$ cat src/rtl/rom_4x4_arbiter.sv
// rom_4x4_arbiter: two-requester round-robin arbiter and read sequencer for
// a shared 4x4 synchronous ROM with a one-cycle registered read.
// Optional statistics (cnt0, cnt1, contend) are enabled by defining the
// macro ROM_ARB_STATS_EN.
module rom_4x4_arbiter (
  input  logic       clk,
  input  logic       rst,
  input  logic [1:0] req,
  input  logic [1:0] addr0,
  input  logic [1:0] addr1,
  output logic [1:0] gnt,
  output logic [1:0] ack,
  output logic [3:0] rdata,
  output logic       busy,
  output logic       rom_en,
  output logic [1:0] rom_addr,
  input  logic [3:0] rom_data
`ifdef ROM_ARB_STATS_EN
  ,
  output logic [7:0] cnt0,
  output logic [7:0] cnt1,
  output logic       contend
`endif
);

  typedef enum logic [1:0] {
    IDLE  = 2'd0,
    ISSUE = 2'd1,
    WAIT  = 2'd2,
    RESP  = 2'd3
  } state_t;

  state_t     state_reg, state_next;
  logic       last_reg, last_next;
  logic [1:0] gnt_reg, gnt_next;
  logic [1:0] ack_reg, ack_next;
  logic [3:0] rdata_reg, rdata_next;
  logic       rom_en_reg, rom_en_next;
  logic [1:0] rom_addr_reg, rom_addr_next;
  logic       win;

  // State and output registers; reset clears everything and favours requester 0.
  always_ff @(posedge clk or posedge rst) begin
    if (rst) begin
      state_reg    <= IDLE;
      last_reg     <= 1'b1;
      gnt_reg      <= 2'b00;
      ack_reg      <= 2'b00;
      rdata_reg    <= 4'h0;
      rom_en_reg   <= 1'b0;
      rom_addr_reg <= 2'd0;
    end else begin
      state_reg    <= state_next;
      last_reg     <= last_next;
      gnt_reg      <= gnt_next;
      ack_reg      <= ack_next;
      rdata_reg    <= rdata_next;
      rom_en_reg   <= rom_en_next;
      rom_addr_reg <= rom_addr_next;
    end
  end

  // Next-state, arbitration and registered-output next values.
  always_comb begin
    state_next    = state_reg;
    last_next     = last_reg;
    gnt_next      = gnt_reg;
    ack_next      = ack_reg;
    rdata_next    = rdata_reg;
    rom_en_next   = rom_en_reg;
    rom_addr_next = rom_addr_reg;
    // On a tie the requester not served last wins; otherwise the lone requester.
    win = (req == 2'b11) ? ~last_reg : req[1];
    case (state_reg)
      IDLE: begin
        if (req != 2'b00) begin
          gnt_next      = win ? 2'b10 : 2'b01;
          rom_addr_next = win ? addr1 : addr0;
          rom_en_next   = 1'b1;
          state_next    = ISSUE;
        end
      end
      ISSUE: begin
        rom_en_next = 1'b0;
        state_next  = WAIT;
      end
      WAIT: begin
        // ROM output is valid now: capture it and acknowledge the winner.
        rdata_next = rom_data;
        ack_next   = gnt_reg;
        last_next  = gnt_reg[1];
        state_next = RESP;
      end
      RESP: begin
        ack_next   = 2'b00;
        gnt_next   = 2'b00;
        state_next = IDLE;
      end
      default: state_next = IDLE;
    endcase
  end

  assign gnt      = gnt_reg;
  assign ack      = ack_reg;
  assign rdata    = rdata_reg;
  assign rom_en   = rom_en_reg;
  assign rom_addr = rom_addr_reg;
  // Decoded straight from the state register, so there is no input-to-output path.
  assign busy     = (state_reg != IDLE);

`ifdef ROM_ARB_STATS_EN
  logic [7:0] cnt0_reg, cnt1_reg;
  logic       contend_reg;

  // Saturating per-requester ack counters and a contention pulse.
  always_ff @(posedge clk or posedge rst) begin
    if (rst) begin
      cnt0_reg    <= 8'h00;
      cnt1_reg    <= 8'h00;
      contend_reg <= 1'b0;
    end else begin
      if (ack_reg[0] && cnt0_reg != 8'hFF) cnt0_reg <= cnt0_reg + 8'd1;
      if (ack_reg[1] && cnt1_reg != 8'hFF) cnt1_reg <= cnt1_reg + 8'd1;
      contend_reg <= (state_reg == IDLE) && (req == 2'b11);
    end
  end

  assign cnt0    = cnt0_reg;
  assign cnt1    = cnt1_reg;
  assign contend = contend_reg;
`endif

endmodule

$ cat config.mk
export PLATFORM = sky130hd
export DESIGN_NAME = rom_4x4_arbiter
export DESIGN_NICKNAME = d
export VERILOG_FILES = /design/src/rtl/rom_4x4_arbiter.sv
export SDC_FILE = /design/constraint.sdc
export NUM_CORES = 1
export LEC_CHECK = 0
export ABC_AREA = 1
export BUFFER_PORTS_ARGS = -buffer_cell sky130_fd_sc_hd__buf_2
export CORE_UTILIZATION = 36
export CTS_CLUSTER_SIZE = 30
export DETAILED_ROUTE_END_ITERATION = 8
export PLACE_DENSITY = 0.63
export SYNTH_ARGS = -nofsm -noshare
export SYNTH_HDL_FRONTEND = slang
export SYNTH_SLANG_ARGS = --single-unit
$ cat constraint.sdc
create_clock -name clk -period 1.45 [get_ports clk]
set_input_delay 0.145 -clock clk [delete_from_list [all_inputs] [get_ports clk]]
set_output_delay 0.145 -clock clk [all_outputs]
set_load 0.02 [all_outputs]
### After elaboration in Yosys (flattened, before gate mapping)

Cells that the tools add are included.

| word-level totals | value |
|---|---|
| register bits | 14 |
| input bits | 12 |
| output and inout port bits | 12 |
| word-level logic and storage cells | 32 |

| operators by class | value |
|---|---|
| eq/ne operators | 5 |
| muxes and demuxes | 10 |
| bitwise logic cells | 1 |
| reductions and logical operators | 9 |

Operators by type and width:

| cell | count |
|---|---|
| nonzero test 2 bit | 5 |
| 2-to-1 mux 2 bit | 4 |
| case mux 2 bit (2 select lines) | 2 |
| case mux 2 bit (4 select lines) | 1 |
| == test 2 bit, second input constant | 3 |
| AND reduction 2 bit | 3 |
| == test 2 x 1 -> 1 bit, second input constant | 1 |
| logical NOT 2 bit | 1 |
| 2-to-1 mux 1 bit | 2 |
| inequality test 2 bit, second input constant | 1 |
| case mux 1 bit (2 select lines) | 1 |
| NOT 1 bit | 1 |

### Longest topological paths before layout

Gate-level depths: netlist of the first run.

| logic depth | value |
|---|---|
| depth after elaboration | 5 |
| gate-level depth with buffers | 6 |
| gate-level depth less buffers | 6 |

### Least setup slack after synthesis of the first run

Ideal clock, no wire load.

| timing path | value |
|---|---|
| path kind | register to register |
| start point | register state_reg[0] |
| end point | register rom_addr_reg[0], in the netlist rom_addr[0] |
| setup time | 69 ps |
| arrival | 1122 ps |
| required time | 1381 ps |
| slack | 260 ps |
| cell stages (with the launch flop) | 7 |
| buffers on the path | 0 |
| clock period less this slack | 1190 ps |
| path through | dfrtp_1 -> inv_1 -> ha_1 -> inv_2 -> nor2_4 -> nand3_1 -> nand3_1 |

| on the way | value |
|---|---|
| word-level cells in the longest chain between the ends | 2 |

Ends and longest elaborated chain:

| item | line | source |
|---|---|---|
| start, declared | 33 | `state_t state_reg, state_next;` |
| start signal, assigned | 53 | `state_reg <= state_next;` |
| logical NOT 2 bit | 74 | `case (state_reg)` |
| AND reduction 2 bit (no source line) | - |  |
| end signal, assigned | 59 | `rom_addr_reg <= rom_addr_next;` |
| end, declared | 39 | `logic [1:0] rom_addr_reg, rom_addr_next;` |

No other way between the ends.
A chain may end at the register's enable or synchronous reset.

### Final worst setup path of the first run

| timing path | value |
|---|---|
| start point | register state_reg[0] |
| end point | output busy |

| on the way | value |
|---|---|
| word-level cells in the longest chain between the ends | 1 |

Ends and longest elaborated chain:

| item | line | source |
|---|---|---|
| nonzero test 2 bit | 109 | `assign busy = (state_reg != IDLE);` |
| end, declared | 14 | `output logic busy,` |

No other way between the ends.

==> results of run 1 <==
==> cell type report <==
type	instances	area, um2	area share (%)
clock buffers	4	36.3	4.18
flip-flops and latches	14	352	40.5
well taps	25	31.3	3.61
repair buffers	24	125	14.4
multi-input cells	52	297	34.2
inverters	7	26.3	3.03
==> worst max-delay path by stage <==
| stage | slack [ns] | start | to |
|---|---|---|---|
| floorplan | 0.26 | state_reg[0] | rom_addr[0] |
| global placement | 0.15 | state_reg[0] | ack[0] |
| detailed placement | 0.10 | state_reg[0] | ack[0] |
| CTS | 0.01 | state_reg[0] | busy |
| global route | 0.009 | state_reg[0] | busy |
| finish | 0.09 | state_reg[0] | busy |
==> layout by cell type, fill, tap and decap left out <==
cell,instances
ha_1,3
dfstp_2,1
inv_1,4
nand2_2,1
clkbuf_4,3
nor2_1,2
clkbuf_8,1
nand3_1,8
o21ai_0,1
a21oi_1,1
buf_2,23
ha_2,1
nand4_1,2
o21ai_1,6
nor2_4,2
ha_4,1
dlygate4sd3_1,1
nand2_1,24
dfrtp_1,13
inv_2,3
==> cell families after synthesis <==
| family | share of synthesized area [%] |
|---|---|
| and+or+nand+nor | 27.1 |
| DFF | 53.3 |
| AOI/OAI and AO/OA | 6.07 |
| buffers and inverters | 3.98 |
| adders and majority gates | 9.49 |
==> metrics by stage <==
step / instance area, um2 / utilization, % / hold WS [ns] / power [mW] / cells
floorplan: 659 / - / 0.0335 / 1.34 / 73
global placement: 806 / 46.7 / 0.215 / 1.61 / 121
detailed placement: 806 / 46.7 / 0.217 / 1.63 / 121
CTS: 865 / 50.1 / 0.0481 / 1.96 / 126
global route: 867 / 50.2 / 0.0681 / 2.13 / 126
finish: 867 / 50.2 / 0.0480 / 1.96 / 126
==> synth_stat cells <==
cell type,count,area share [%]
inv_2,1,0.57
o21ai_1,6,4.6
nand3_1,8,6.1
ha_1,5,9.5
nand2_2,1,0.95
a21oi_1,1,0.76
nand4_1,2,1.9
nor2_1,2,1.1
dfstp_2,1,4.0
nand2_1,24,14
o21ai_0,1,0.76
nor2_4,2,3.4
dfrtp_1,13,49
inv_1,6,3.4
==> repair_timing <==
action,CTS,global route
hold endpoints to repair,13,0
resized for setup,2,3
hold buffers,1,0
endpoints found under the setup margin,1,8
==> metal layers <==
layer / track usage (%) / vias up
met1: 19.2 / 261
met5: 0 / -
li1: - / 290
met4: 10.9 / 0
met3: 4.00 / 2
met2: 23.2 / 8
==> power breakdown <==
group	internal [mW]	total, mW	switching [mW]
logic	0.355	0.985	0.630
clock network	0.153	0.291	0.139
registers	0.579	0.683	0.104
==> worst max-delay path, delay by kind of cell, from the launching register on <==
family     cells  cell delay, ns
fa+ha+maj      1            0.18
buf+inv        3            0.33
flops          1            0.42
==> qor.csv, run 1 <==
stage,metric,value,unit
layout,max FFs per register,4,
timing,Final Critical Period,1.36,ns
critical_path,Crit Path Category,reg2out,
min_path,hold path cells,3,
timing,RSZ-0062 raised after global routing,false,
timing,fin. max-slew vios,0,
critical_path,cell mode on critical path,inv_2,
timing,fin worst setup slack,0.0860,ns
drt,Initial DRC Count,10,
power_and_ir_drop,Leak,0.463,nW
critical_path,end of the worst register-to-register path,ack[0],
timing,crit share post-route,94.1,%
critical_path,worst-path fanout max,6,
min_path,worst min path class,in2reg,
critical_path,"Max stage delay cell, worst path",dfrtp_1,
job,# Max-Cap Violations,0,
timing,Total Neg Setup Slack,0,ns
drt,vias after detailed routing,561,
critical_path,Worst Path Arrival,1.22,ns
global_route,initial antenna violation count,0,
drt,DRT antenna net count,0,
timing,Max Fclk,733,MHz
layout,ratio of cells with drive above 1 in the final layout,35.6,%
clock_tree,CTS tree,done,
min_path,hold_sp,rom_data[3],
clock_tree,Longest Clk Path Bufs,2,
power_and_ir_drop,Cell Pwr Density,2260,nW/um2
layout,Final Net Count,119,
critical_path,worst-path cell chain,"inv_2, ha_4, inv_2, buf_2",
logic_synthesis,post-synthesis sequential area ratio,53.3,%
logic_synthesis,syn nets,90,
floorplanning,overall die width,44.8,um
layout,Syn-to-layout area delta,31.5,%
logic_synthesis,post-synthesis cell type count,14,
logic_synthesis,post-synthesis cell count,73,
min_path,hold endpoint,rdata[3],
placed_design,post-DP HPWL,988,um
drt,DRC,0,
timing,"Hold Vio Cnt, Final",0,
critical_path,Critical R2R Launch,state_reg[0],
clock_tree,Post-CTS Setup Bufs,0,
drt,wire length per cell,10.2,um
clock_tree,Root Buffer,clkbuf_4,
global_route,global-route wire length before repair,2.15,mm
drt,final WL,1.29,mm
floorplanning,Die ar.,2010,um2
clock_tree,"Reg clk slew, reported paths",0.09,ns
critical_path,Reg2Reg Depth,5,
layout,Layout fillers,185,
drt,top routing layer used,met4,
logic_synthesis,Yosys warnings,0,
timing,worst-margin pin slew,0.541,ns
floorplanning,num rows,15,
placed_design,Port Buffers,23,
clock_tree,clock latency at the later pin of the worst-skew pair,0.28,ns
drt,met3 WL,43,um
critical_path,worst endpoint required time,1.31,ns
logic_synthesis,count of state elements after synthesis,14,
floorplanning,Core Region,1730,um2
placed_design,RePlAce Congestion,0.724,
clock_tree,htree depth,1,
timing,Fin Clk Skew,0.00116,ns
placed_design,Place WS,0.101,ns
drt,met2 WL,604,um
global_route,total grt overflow,0,
global_route,pin count of the biggest net entering global routing,15,
critical_path,nature of the critical path endpoint,output pin,
drt,DR pass1 iterations,4,
power_and_ir_drop,Worst VDD drop,0.000867,V
timing,Slew Limit Headroom,63.9,%
clock_tree,TritonCTS Buffers,3,
global_route,GRT Util Overall,15.4,%
drt,Via density,4.45,
global_route,vias in the first global route,507,
critical_path,CP peak stage delay,0.42,ns
clock_tree,clock sinks,14,
drt,WL met1,618,um
floorplanning,die height,44.8,um
critical_path,crit start category,flop,
critical_path,worst reg2reg setup slack,0.21,ns
logic_synthesis,"Avg Cell Area, Syn",9.03,um2
logic_synthesis,cell area after synthesis,659,um2
outcome,status,completed,
floorplanning,initial core utilization,38.2,%
timing,final setup vio count,0,
floorplanning,I/O Pins,24,
layout,# diodes,0,
(Power assumes the default switching activity.)
==> run 2, diff against run 1 <==
--- a/config.mk
+++ b/config.mk
@@ -5,7 +5,6 @@
 export SDC_FILE = /design/constraint.sdc
 export NUM_CORES = 1
 export LEC_CHECK = 0
-export ABC_AREA = 1
 export BUFFER_PORTS_ARGS = -buffer_cell sky130_fd_sc_hd__buf_2
 export CORE_UTILIZATION = 36
 export CTS_CLUSTER_SIZE = 30
==> run 2 against run 1 <==
Compared with the run above:
- combinational power increased by 16%
- hold slack better by 0.047 ns
- sequential power is 2% higher
- flip-flop and latch count unchanged
- synthesized area increased by 4.6%
- via count shrank 6.1%
- clock power down 21%
- critical path type unchanged
==> qor.csv, run 2 <==
stage,metric,value,unit
drt,Initial DRC Count,3,
timing,fin. max-slew vios,0,
floorplanning,I/O Pins,24,
drt,DR pass1 iterations,4,
layout,final instance area,908,um2
layout,Final Net Count,109,
timing,"Hold Vio Cnt, Final",0,
critical_path,worst-path cell chain,"inv_2, ha_4, buf_6, inv_1, buf_2",
timing,fin worst setup slack,0.0759,ns
global_route,met1 GRT Util,16.8,%
layout,post-layout util,51.5,%
placed_design,Port Buffers,23,
layout,ratio of cells with drive above 1 in the final layout,45.1,%
floorplanning,overall die width,45.8,um
floorplanning,Die ar.,2090,um2
power_and_ir_drop,Leak,0.447,nW
critical_path,worst endpoint required time,1.31,ns
placed_design,RePlAce Congestion,0.731,
global_route,pin count of the biggest net entering global routing,15,
floorplanning,num rows,15,
layout,fin cells,116,
logic_synthesis,post-synthesis sequential area ratio,51.0,%
logic_synthesis,syn nets,78,
timing,Final Critical Period,1.37,ns
power_and_ir_drop,Worst VDD drop,0.00115,V
clock_tree,"Reg clk slew, reported paths",0.09,ns
layout,# diodes,0,
clock_tree,CTS tree,done,
timing,worst hold slack,0.0950,ns
logic_synthesis,leading cell type by number of instances after synthesis,dfrtp_1,
critical_path,Crit Path Category,reg2out,
layout,max FFs per register,4,
global_route,initial antenna violation count,0,
layout,"commonest non-fill, non-tap cells in the layout","buf_2, dfrtp_1, inv_1",
critical_path,"Max stage delay cell, worst path",dfrtp_1,
logic_synthesis,post-synthesis cell type count,23,
critical_path,worst reg2reg setup slack,0.08,ns
floorplanning,die height,45.8,um
global_route,GRT Util Overall,14.3,%
placed_design,Inst Count DP,108,
drt,wire length per cell,12.0,um
critical_path,Reg2Reg Depth,4,
critical_path,nature of the critical path endpoint,output pin,
min_path,hold path cells,2,
logic_synthesis,number of synthesized flops with an enable pin,0,
global_route,global-route wire length before repair,2.06,mm
drt,DRT antenna net count,0,
placed_design,placed inst area,827,um2
critical_path,end of the worst register-to-register path,state_reg[1],
global_route,total grt overflow,0,
timing,Slew Limit Headroom,63.3,%
timing,worst-margin pin slew,0.550,ns
timing,Fin Clk Skew,0.00507,ns
logic_synthesis,count of state elements after synthesis,14,
min_path,hold endpoint,rdata[1],
drt,vias after detailed routing,527,
placed_design,post-DP HPWL,1.00,mm
outcome,status,completed,
logic_synthesis,Synth top area share,47.2,%
critical_path,crit start category,flop,
layout,Syn-to-layout area delta,31.8,%
floorplanning,initial core utilization,39.1,%
logic_synthesis,post-synthesis cell count,61,
min_path,hold_sp,rom_data[1],
logic_synthesis,top post-synthesis cells by count,"dfrtp_1, inv_1, ha_1, mux2_2",
logic_synthesis,top_reg_cell synth,dfrtp_1,
clock_tree,Longest Clk Path Bufs,2,
floorplanning,Core Region,1760,um2
logic_synthesis,Yosys warnings,0,
layout,"most common cell after layout, fill and taps aside",buf_2,
clock_tree,Root Buffer,clkbuf_4,
drt,DRC,0,
critical_path,Worst Path Arrival,1.23,ns
clock_tree,htree depth,1,
timing,final setup vio count,0,
logic_synthesis,Post-synth ARST share,100,%
clock_tree,TritonCTS Buffers,3,
critical_path,Critical R2R Launch,state_reg[0],
placed_design,Place WS,-0.0193,ns
logic_synthesis,Synth area leader,dfrtp_1,
global_route,met2 Resource Use GR,24.3,%
global_route,grt peak-use layer,met2,
job,# Max-Cap Violations,0,
global_route,vias in the first global route,511,
logic_synthesis,ranking of synthesized cells by area,"dfrtp_1, ha_1, mux2_2",
clock_tree,clock sinks,14,
critical_path,CP peak stage delay,0.40,ns
logic_synthesis,"Avg Cell Area, Syn",11.3,um2
drt,final WL,1.39,mm
power_and_ir_drop,Cell Pwr Density,2270,nW/um2
critical_path,worst-path fanout max,8,
global_route,GR Layer Usage met3,3.57,%
min_path,worst min path class,in2reg,
timing,crit share post-route,94.8,%
drt,Via density,4.54,
logic_synthesis,cell area after synthesis,689,um2
clock_tree,clock latency at the later pin of the worst-skew pair,0.27,ns
timing,Max Fclk,728,MHz
## run 2: changes by cell type in the layout (fill, tap and decap cells not counted), moves of 3 or more
cell	delta
buf_4	+3
o21ai_1	-6
mux2_2	+4
nand3_1	-6
nand2_1	-20
o21ai_0	+3
## run 2: kinds of logic after synthesis
group / count (synthesis) / synth area share (%)
AOI/OAI and AO/OA: 12 / 11.4
adders and majority gates: 5 / 9.07
buffers and inverters: 10 / 6.71
DFF: 14 / 51.0
muxes: 6 / 9.62
and+or+nand+nor: 14 / 12.2
## run 2: repair_timing
item / in CTS / in global routing
resized for setup: 2 / 4
endpoints found under the setup margin: 2 / 5
hold buffers: 1 / 0
endpoints found under the hold margin: 13 / 0
buffers inserted: 2 / 1
## run 2: worst max-delay path by stage
stage	from	to	slack, ns
4_1_cts	state_reg[0]	busy	0.007
2_1_floorplan	state_reg[1]	state_reg[1]	0.01
3_5_place_dp	state_reg[1]	state_reg[1]	-0.02
3_3_place_gp	state_reg[1]	state_reg[1]	0.07
5_1_grt	state_reg[0]	state_reg[1]	-0.007
6_report	state_reg[0]	busy	0.08
## run 2: worst max-delay path: cells and delay by family, from the launching register on
kind	cells	cell delay (ns)
adders and majority gates	1	0.15
buffers and inverters	4	0.40
DFF	1	0.40
## run 2: layout make-up
cell class | count | area (um2)
Multi-Input combinational cell | 37 | 310
Fill cell | 179 | 856
Timing Repair Buffer | 28 | 159
Tap cell | 25 | 31.3
Inverter | 8 | 30.0
Sequential cell | 14 | 352
Clock buffer | 4 | 26.3
## run 2: through the flow
stage	setup TNS [ns]	total power, mW
2_1_floorplan	0	1.42
3_3_place_gp	0	1.66
3_5_place_dp	-0.0193	1.70
4_1_cts	0	1.99
5_1_grt	-0.00997	2.24
6_report	0	2.06
## run 2: routing by layer
layer | share of wire (%) | up-vias
li1 | - | 270
met1 | 47 | 238
met2 | 49 | 19
met3 | 4.1 | 0
met4 | 0 | 0
met5 | 0 | -
## run 2: power breakdown
part	internal, mW	switching [mW]	total [mW]
Combinational	0.519	0.619	1.14
Sequential	0.588	0.107	0.696
Clock	0.107	0.123	0.230
